==> src/rtl/isp_ccm_pkg.sv <==
// isp_ccm_pkg: default widths, unity coefficient, identity matrix and coefficient slot indices
package isp_ccm_pkg;
    localparam int CCM_BITS_DEF      = 8;
    localparam int CCM_COEF_BITS_DEF = 12;
    localparam int CCM_FRAC_DEF      = 8;
    localparam int CCM_ONE           = 1 << CCM_FRAC_DEF;
    localparam int CCM_RR = 0, CCM_RG = 1, CCM_RB = 2;
    localparam int CCM_GR = 3, CCM_GG = 4, CCM_GB = 5;
    localparam int CCM_BR = 6, CCM_BG = 7, CCM_BB = 8;
    localparam logic [9*CCM_COEF_BITS_DEF-1:0] CCM_IDENT = {
        CCM_COEF_BITS_DEF'(CCM_ONE), {3{CCM_COEF_BITS_DEF'(0)}},
        CCM_COEF_BITS_DEF'(CCM_ONE), {3{CCM_COEF_BITS_DEF'(0)}},
        CCM_COEF_BITS_DEF'(CCM_ONE)
    };
endpackage

==> src/rtl/isp_ccm_if.sv <==
// isp_ccm_if: pixel stream bundle (href, vsync, r, g, b); master drives, slave receives
interface isp_ccm_if
    import isp_ccm_pkg::*;
#(
    parameter int BITS = CCM_BITS_DEF
);
    logic            href;
    logic            vsync;
    logic [BITS-1:0] r;
    logic [BITS-1:0] g;
    logic [BITS-1:0] b;
    modport master (output href, vsync, r, g, b);
    modport slave  (input  href, vsync, r, g, b);
endinterface

==> src/rtl/isp_ccm_dot3.sv <==
// isp_ccm_dot3: one output channel of the matrix, 3-stage pipe (multiply, sum+round, shift/clamp/bypass)
//   pix  : {b, g, r} input pixel, r in the LSBs
//   coef : {m_x2, m_x1, m_x0} signed coefficients of this channel's row
//   en   : enable travelling with the pixel; 0 passes pix channel CH through unchanged
//   y    : corrected component, valid 3 pclk after pix
module isp_ccm_dot3
    import isp_ccm_pkg::*;
#(
    parameter int BITS      = CCM_BITS_DEF,
    parameter int COEF_BITS = CCM_COEF_BITS_DEF,
    parameter int CCM_FRAC  = CCM_FRAC_DEF,
    parameter int CH        = 0
) (
    input  logic                   pclk,
    input  logic                   rst_n,
    input  logic [3*BITS-1:0]      pix,
    input  logic [3*COEF_BITS-1:0] coef,
    input  logic                   en,
    output logic [BITS-1:0]        y
);
    localparam int P = BITS + 1 + COEF_BITS;
    localparam int S = BITS + COEF_BITS + 3;
    localparam logic signed [S-1:0] RND  = S'(1 << (CCM_FRAC - 1));
    localparam logic signed [S-1:0] MAXV = S'((1 << BITS) - 1);
    logic signed [P-1:0] p [3];
    logic signed [S-1:0] sum;
    logic signed [S-1:0] sh;
    logic [BITS-1:0]     byp1, byp2;
    logic                en1, en2;
    always_comb sh = sum >>> CCM_FRAC;
    always_ff @(posedge pclk or negedge rst_n) begin
        if (!rst_n) begin
            for (int k = 0; k < 3; k++) p[k] <= '0;
            sum  <= '0;
            byp1 <= '0;
            byp2 <= '0;
            en1  <= 1'b0;
            en2  <= 1'b0;
            y    <= '0;
        end else begin
            for (int k = 0; k < 3; k++)
                p[k] <= P'($signed({1'b0, pix[k*BITS +: BITS]})) * P'($signed(coef[k*COEF_BITS +: COEF_BITS]));
            byp1 <= pix[CH*BITS +: BITS];
            en1  <= en;
            sum  <= S'(p[0]) + S'(p[1]) + S'(p[2]) + RND;
            byp2 <= byp1;
            en2  <= en1;
            y    <= !en2 ? byp2 : sh[S-1] ? '0 : (sh > MAXV) ? '1 : sh[BITS-1:0];
        end
    end
endmodule

==> src/rtl/isp_ccm.sv <==
// isp_ccm: colour correction matrix with frame-synchronous double-buffered coefficients
//   pclk, rst_n : pixel clock, asynchronous active-low reset
//   in_if       : demosaic pixel stream (slave)
//   out_if      : corrected stream, href/vsync delayed 3 pclk, colours 0 while href low (master)
//   ccm_en      : live enable, sampled on the vsync rising edge
//   ccm_coef    : live 3x3 coefficients, index 0 (m_rr) in the LSBs, sampled on the vsync rising edge
module isp_ccm
    import isp_ccm_pkg::*;
#(
    parameter int BITS      = CCM_BITS_DEF,
    parameter int COEF_BITS = CCM_COEF_BITS_DEF,
    parameter int CCM_FRAC  = CCM_FRAC_DEF
) (
    input  logic                   pclk,
    input  logic                   rst_n,
    isp_ccm_if.slave               in_if,
    isp_ccm_if.master              out_if,
    input  logic                   ccm_en,
    input  logic [9*COEF_BITS-1:0] ccm_coef
);
    function automatic logic [9*COEF_BITS-1:0] ident();
        logic [9*COEF_BITS-1:0] v = '0;
        v[CCM_RR*COEF_BITS +: COEF_BITS] = COEF_BITS'(1 << CCM_FRAC);
        v[CCM_GG*COEF_BITS +: COEF_BITS] = COEF_BITS'(1 << CCM_FRAC);
        v[CCM_BB*COEF_BITS +: COEF_BITS] = COEF_BITS'(1 << CCM_FRAC);
        return v;
    endfunction
    localparam logic [9*COEF_BITS-1:0] IDENT = ident();
    logic [9*COEF_BITS-1:0] sh_coef;
    logic                   sh_en;
    logic                   vs_q;
    logic [2:0]             href_d, vs_d;
    logic [3*BITS-1:0]      pix;
    logic [BITS-1:0]        y [3];
    assign pix = {in_if.b, in_if.g, in_if.r};
    // the shadow is read combinationally by stage 1, so a pixel in the load cycle still sees the old values
    always_ff @(posedge pclk or negedge rst_n) begin
        if (!rst_n) begin
            sh_coef <= IDENT;
            sh_en   <= 1'b0;
            vs_q    <= 1'b0;
            href_d  <= '0;
            vs_d    <= '0;
        end else begin
            vs_q   <= in_if.vsync;
            href_d <= {href_d[1:0], in_if.href};
            vs_d   <= {vs_d[1:0], in_if.vsync};
            if (in_if.vsync && !vs_q) begin
                sh_coef <= ccm_coef;
                sh_en   <= ccm_en;
            end
        end
    end
    for (genvar c = 0; c < 3; c++) begin : g_ch
        isp_ccm_dot3 #(
            .BITS      (BITS),
            .COEF_BITS (COEF_BITS),
            .CCM_FRAC  (CCM_FRAC),
            .CH        (c)
        ) u_dot3 (
            .pclk  (pclk),
            .rst_n (rst_n),
            .pix   (pix),
            .coef  (sh_coef[3*c*COEF_BITS +: 3*COEF_BITS]),
            .en    (sh_en),
            .y     (y[c])
        );
    end
    assign out_if.href  = href_d[2];
    assign out_if.vsync = vs_d[2];
    assign out_if.r     = href_d[2] ? y[0] : '0;
    assign out_if.g     = href_d[2] ? y[1] : '0;
    assign out_if.b     = href_d[2] ? y[2] : '0;
endmodule

==> src/flat_wrapper.sv <==
// flat-port wrapper written by rule: the top's interface ports become plain ports
module isp_ccm_flat import isp_ccm_pkg::*;
#(
    parameter int BITS      = CCM_BITS_DEF,
    parameter int COEF_BITS = CCM_COEF_BITS_DEF,
    parameter int CCM_FRAC  = CCM_FRAC_DEF
)
  (pclk, rst_n, ccm_en, ccm_coef, in_if_href, in_if_vsync, in_if_r, in_if_g, in_if_b, out_if_href, out_if_vsync, out_if_r, out_if_g, out_if_b);
  isp_ccm_if #(.BITS(BITS)) in_if_i ();
  isp_ccm_if #(.BITS(BITS)) out_if_i ();
  input  logic pclk;
  input  logic rst_n;
  input  logic ccm_en;
  input  logic [9*COEF_BITS-1:0] ccm_coef;
  input wire logic [$bits(in_if_i.href)-1:0] in_if_href;
  input wire logic [$bits(in_if_i.vsync)-1:0] in_if_vsync;
  input wire logic [$bits(in_if_i.r)-1:0] in_if_r;
  input wire logic [$bits(in_if_i.g)-1:0] in_if_g;
  input wire logic [$bits(in_if_i.b)-1:0] in_if_b;
  output wire logic [$bits(out_if_i.href)-1:0] out_if_href;
  output wire logic [$bits(out_if_i.vsync)-1:0] out_if_vsync;
  output wire logic [$bits(out_if_i.r)-1:0] out_if_r;
  output wire logic [$bits(out_if_i.g)-1:0] out_if_g;
  output wire logic [$bits(out_if_i.b)-1:0] out_if_b;
  assign in_if_i.href = in_if_href;
  assign in_if_i.vsync = in_if_vsync;
  assign in_if_i.r = in_if_r;
  assign in_if_i.g = in_if_g;
  assign in_if_i.b = in_if_b;
  assign out_if_href = out_if_i.href;
  assign out_if_vsync = out_if_i.vsync;
  assign out_if_r = out_if_i.r;
  assign out_if_g = out_if_i.g;
  assign out_if_b = out_if_i.b;
  isp_ccm #(.BITS(BITS), .COEF_BITS(COEF_BITS), .CCM_FRAC(CCM_FRAC)) u_core (.pclk(pclk), .rst_n(rst_n), .in_if(in_if_i), .out_if(out_if_i), .ccm_en(ccm_en), .ccm_coef(ccm_coef));
endmodule
==> config.mk <==
export PLATFORM = sky130hd
export DESIGN_NAME = isp_ccm_flat
export DESIGN_NICKNAME = d
export VERILOG_FILES = /design/src/rtl/isp_ccm_pkg.sv /design/src/rtl/isp_ccm_if.sv /design/src/rtl/isp_ccm_dot3.sv /design/src/rtl/isp_ccm.sv /design/src/flat_wrapper.sv
export SDC_FILE = /design/constraint.sdc
export NUM_CORES = 2
export LEC_CHECK = 0
export ABC_AREA = 0
export CORE_ASPECT_RATIO = 1.5
export CORE_UTILIZATION = 50
export CTS_CLUSTER_SIZE = 24
export DETAILED_ROUTE_END_ITERATION = 8
export HOLD_SLACK_MARGIN = 0.06
export PLACE_DENSITY_LB_ADDON = 0.08
export SYNTH_ARGS = -nofsm -noshare
export SYNTH_HDL_FRONTEND = slang
export SYNTH_SLANG_ARGS = --single-unit
export TNS_END_PERCENT = 100
==> constraint.sdc <==
create_clock -name pclk -period 5.2 [get_ports pclk]
set_input_delay 0.78 -clock pclk [delete_from_list [all_inputs] [get_ports pclk]]
set_output_delay 0.78 -clock pclk [all_outputs]
set_load 0.005 [all_outputs]
==> impl_metrics.toml <==
[setup_path]
critPathCaptureType = "register"
critPathArrivalTime_ns = 5.52
path_max_fanout = 12
crit_path_start_kind = "primary input"
required_ns = 5.70
path_class = "primary input to register"

[logic_synthesis]
synth.cell_area_mm2 = 0.0487
avgSynthCellArea_um2 = 9.89
synth-async-reset-ratio = 1.00
synth_seq_cells = 423
synth-edff-count = 0
ys_seq_area_frac = 0.217
warnings_from_yosys = 0
syn_inst = 4928
ys.flop_type = "sky130_fd_sc_hd__dfrtp_1"
syn_nets = 6325
netlist-cell-type-count = 67

[timing]
postLayoutSetupSlackWorst_ns = 0.181
setup-violations-final = 0
worst-slew-pin-transition_ns = 1.02
worst_slew_margin_rel = 0.321
finClkSkew_ns = 0.0269
fmax_mhz = 199
drv_slew = 0
finalWorstPathRequiredPeriod_ns = 5.02
finalHoldViolCount = 0
tcrit_tclk_final = 0.965

[global_routing]
gr-total-overflow = 0
via_count_of_the_first_global_routing_pass = 37400
grt_pass1_wl_mm = 193
initial_antenna_violation_count = 2
grt_max_degree = 126
global_route.usage.total = 0.249

[routing]
drc_errors = 0
ant_nets = 0
wl_per_cell_um = 17.4
dr_total_vias = 33800
totalWireLength_mm = 118
detail_route.iter0.violations = 1067
number_of_detailed_routing_iterations_run_before_antenna_repair = 5
vias_per_cell = 4.98

[final_layout]
finalNetCount = 6876
layout_commonest_cell = "sky130_fd_sc_hd__inv_1"
area.growth.synth_to_final_pct = 18.1
final_area_mm2 = 0.0575
multi_input_comb_area_mm2 = 0.0332
final_layout_size_suffix_gt1_frac = 0.143
filler_cell_count = 8416
layout.area.seq_mm2 = 0.0106
most-common-layout-cells = "sky130_fd_sc_hd__inv_1, sky130_fd_sc_hd__fa_1, sky130_fd_sc_hd__nand2_1, sky130_fd_sc_hd__ha_1, sky130_fd_sc_hd__buf_4"

[placement]
gpl.final_weighted_congestion = 0.874
count_of_buffers_from_port_buffering = 162
postPlaceCellArea_mm2 = 0.0554
detailedPlacementHpwl_mm = 95.5
place_ws_ns = -0.654

[clock_tree]
clock-root-buffer = "sky130_fd_sc_hd__clkbuf_16"
cts-root-to-sink-buffers = 3
htree_num_levels = 2
hold_bufs_at_cts = 0
tritoncts = "built"
tritoncts_num_sinks = 423
clock_latency_ns = 0.63
clk_pin_slew_worst_paths_ns = 0.07
cts_inserted_buffers = 49

[die]
die_area_mm2 = 0.0987
floorplan.die.height_um = 384
core.rowCount = 139
initial_core_util = 0.507
num_io_pins = 163
core_region_area_mm2 = 0.0962
floorplan.die.width_um = 257

[flow_run]
cap_viol_max_count = 0

[min_path]
timing.hold.worst.class = "primary input to asynchronous set/reset pin"

[outcome]
outcome = "complete, no violations"
## metrics by stage
stage / util / TNS (ns) / hold WS (ns) / instances
after global routing: 0.598 / -0.0170 / 0.239 / 6788
after global placement: 0.576 / -27.52 / 0.332 / 6685
after detailed placement: 0.576 / -28.68 / 0.335 / 6685
after floorplan: - / -0.000539 / 0.331 / 4928
after CTS: 0.594 / 0 / 0.183 / 6775
final: 0.598 / 0 / 0.192 / 6789
## kinds of logic after synthesis
kind of cell / synth area share
buffers and inverters: 0.104
adders and majority gates: 0.441
and+or+nand+nor: 0.119
DFF: 0.217
AOI/OAI and AO/OA: 0.0502
xor gates and xnor gates: 0.0379
muxes: 0.0309
## critical path: stages
cell and delay, ns:
sky130_fd_sc_hd__clkdlybuf4s50_1 0.45, sky130_fd_sc_hd__buf_12 0.18, sky130_fd_sc_hd__buf_4 0.16, sky130_fd_sc_hd__buf_4 0.16, sky130_fd_sc_hd__and2_1 0.15, sky130_fd_sc_hd__fa_1 0.44, sky130_fd_sc_hd__fa_1 0.44, sky130_fd_sc_hd__ha_1 0.29
sky130_fd_sc_hd__inv_1 0.05, sky130_fd_sc_hd__fa_1 0.48, sky130_fd_sc_hd__inv_1 0.04, sky130_fd_sc_hd__ha_1 0.30, sky130_fd_sc_hd__a21o_1 0.18, sky130_fd_sc_hd__a21oi_2 0.15, sky130_fd_sc_hd__o21bai_1 0.12, sky130_fd_sc_hd__a31o_2 0.28
sky130_fd_sc_hd__a211oi_1 0.22, sky130_fd_sc_hd__buf_4 0.18, sky130_fd_sc_hd__o31ai_2 0.08, sky130_fd_sc_hd__a21oi_1 0.19, sky130_fd_sc_hd__xnor2_1 0.20
## worst paths after layout
check | from | endpoint | slack (ns) | cells past startpoint
max in group asynchronous | rst_n | u_core.g_ch[0].u_dot3.y[0] | 3.80 | 2
max | in_if_g[3] | u_core.g_ch[1].u_dot3.p[41] | 0.18 | 21
min in group pclk | u_core.g_ch[1].u_dot3.byp1[6] | u_core.g_ch[1].u_dot3.byp2[6] | 0.34 | 0
min | rst_n | u_core.sh_coef[102] | 0.19 | 1
min reg2reg | u_core.g_ch[1].u_dot3.byp1[6] | u_core.g_ch[1].u_dot3.byp2[6] | 0.34 | 0
max reg2reg | u_core.sh_coef[53] | u_core.g_ch[1].u_dot3.p[41] | 0.39 | 18
## flip-flops by register name, summed over array words and instances (netlist names)
signal                   cells
u_core.g_ch.u_dot3.en1       1
u_core.vs_d                  3
u_core.g_ch.u_dot3.sum      45
u_core.g_ch.u_dot3.en2       1
u_core.g_ch.u_dot3.p       189
u_core.href_d                3
u_core.sh_coef             108
u_core.sh_en                 1
u_core.g_ch.u_dot3.y        24
u_core.g_ch.u_dot3.byp2     24
u_core.g_ch.u_dot3.byp1     24
## cells in the mapped netlist, drive strengths merged, types with 5 or more instances
| cell type | instances | share of area |
|---|---|---|
| a2111oi | 7 | 0.0016 |
| a211o | 7 | 0.0013 |
| a211oi | 9 | 0.0015 |
| a21o | 47 | 0.0072 |
| a21oi | 131 | 0.014 |
| a311oi | 5 | 0.0012 |
| a31o | 6 | 0.0011 |
| a31oi | 12 | 0.0017 |
| and2 | 443 | 0.057 |
| and3 | 10 | 0.0013 |
| buf | 41 | 0.0033 |
| clkbuf | 136 | 0.010 |
| dfrtp | 420 | 0.22 |
| fa | 762 | 0.31 |
| ha | 498 | 0.13 |
| inv | 1172 | 0.090 |
| mux2 | 133 | 0.031 |
| nand2 | 508 | 0.039 |
| nand2b | 8 | 0.0010 |
| nand3 | 18 | 0.0018 |
| nand4 | 9 | 0.0012 |
| nor2 | 127 | 0.0098 |
| nor2b | 16 | 0.0021 |
| nor3 | 20 | 0.0021 |
| o211ai | 6 | 0.0011 |
| o21a | 14 | 0.0022 |
| o21ai | 59 | 0.0061 |
| o21bai | 29 | 0.0045 |
| o31ai | 7 | 0.0011 |
| o41ai | 7 | 0.0020 |
| or2 | 5 | 0.00064 |
| or3 | 7 | 0.00090 |
| xnor2 | 171 | 0.031 |
| xor2 | 40 | 0.0072 |
## metal layers
layer / share of wire / vias to the layer above / global-route usage
met4: 0.038 / 2 / 0.0871
li1: - / 15900 / -
met3: 0.026 / 169 / 0.0218
met1: 0.40 / 17300 / 0.287
met2: 0.54 / 473 / 0.478
met5: 0.00012 / - / 0
## area by class of cell
| type | instances | share of cell area |
|---|---|---|
| multi-input cells | 3156 | 0.577 |
| well taps | 1269 | 0.0276 |
| clock inverters | 32 | 0.00620 |
| flip-flops and latches | 423 | 0.184 |
| diodes | 1 | 0.0000435 |
| inverters | 1172 | 0.0765 |
| clock buffers | 59 | 0.0228 |
| repair buffers | 677 | 0.106 |
## timing repair
action	4_1_cts	5_1_grt
gates cloned	0	11
setup endpoints to repair	2	35
setup buffers	0	2
pin swaps	0	16
resized for setup	0	44
Power is not shown: default switching activity piles up to over one toggle a cycle in this logic, so the estimate is an artifact.
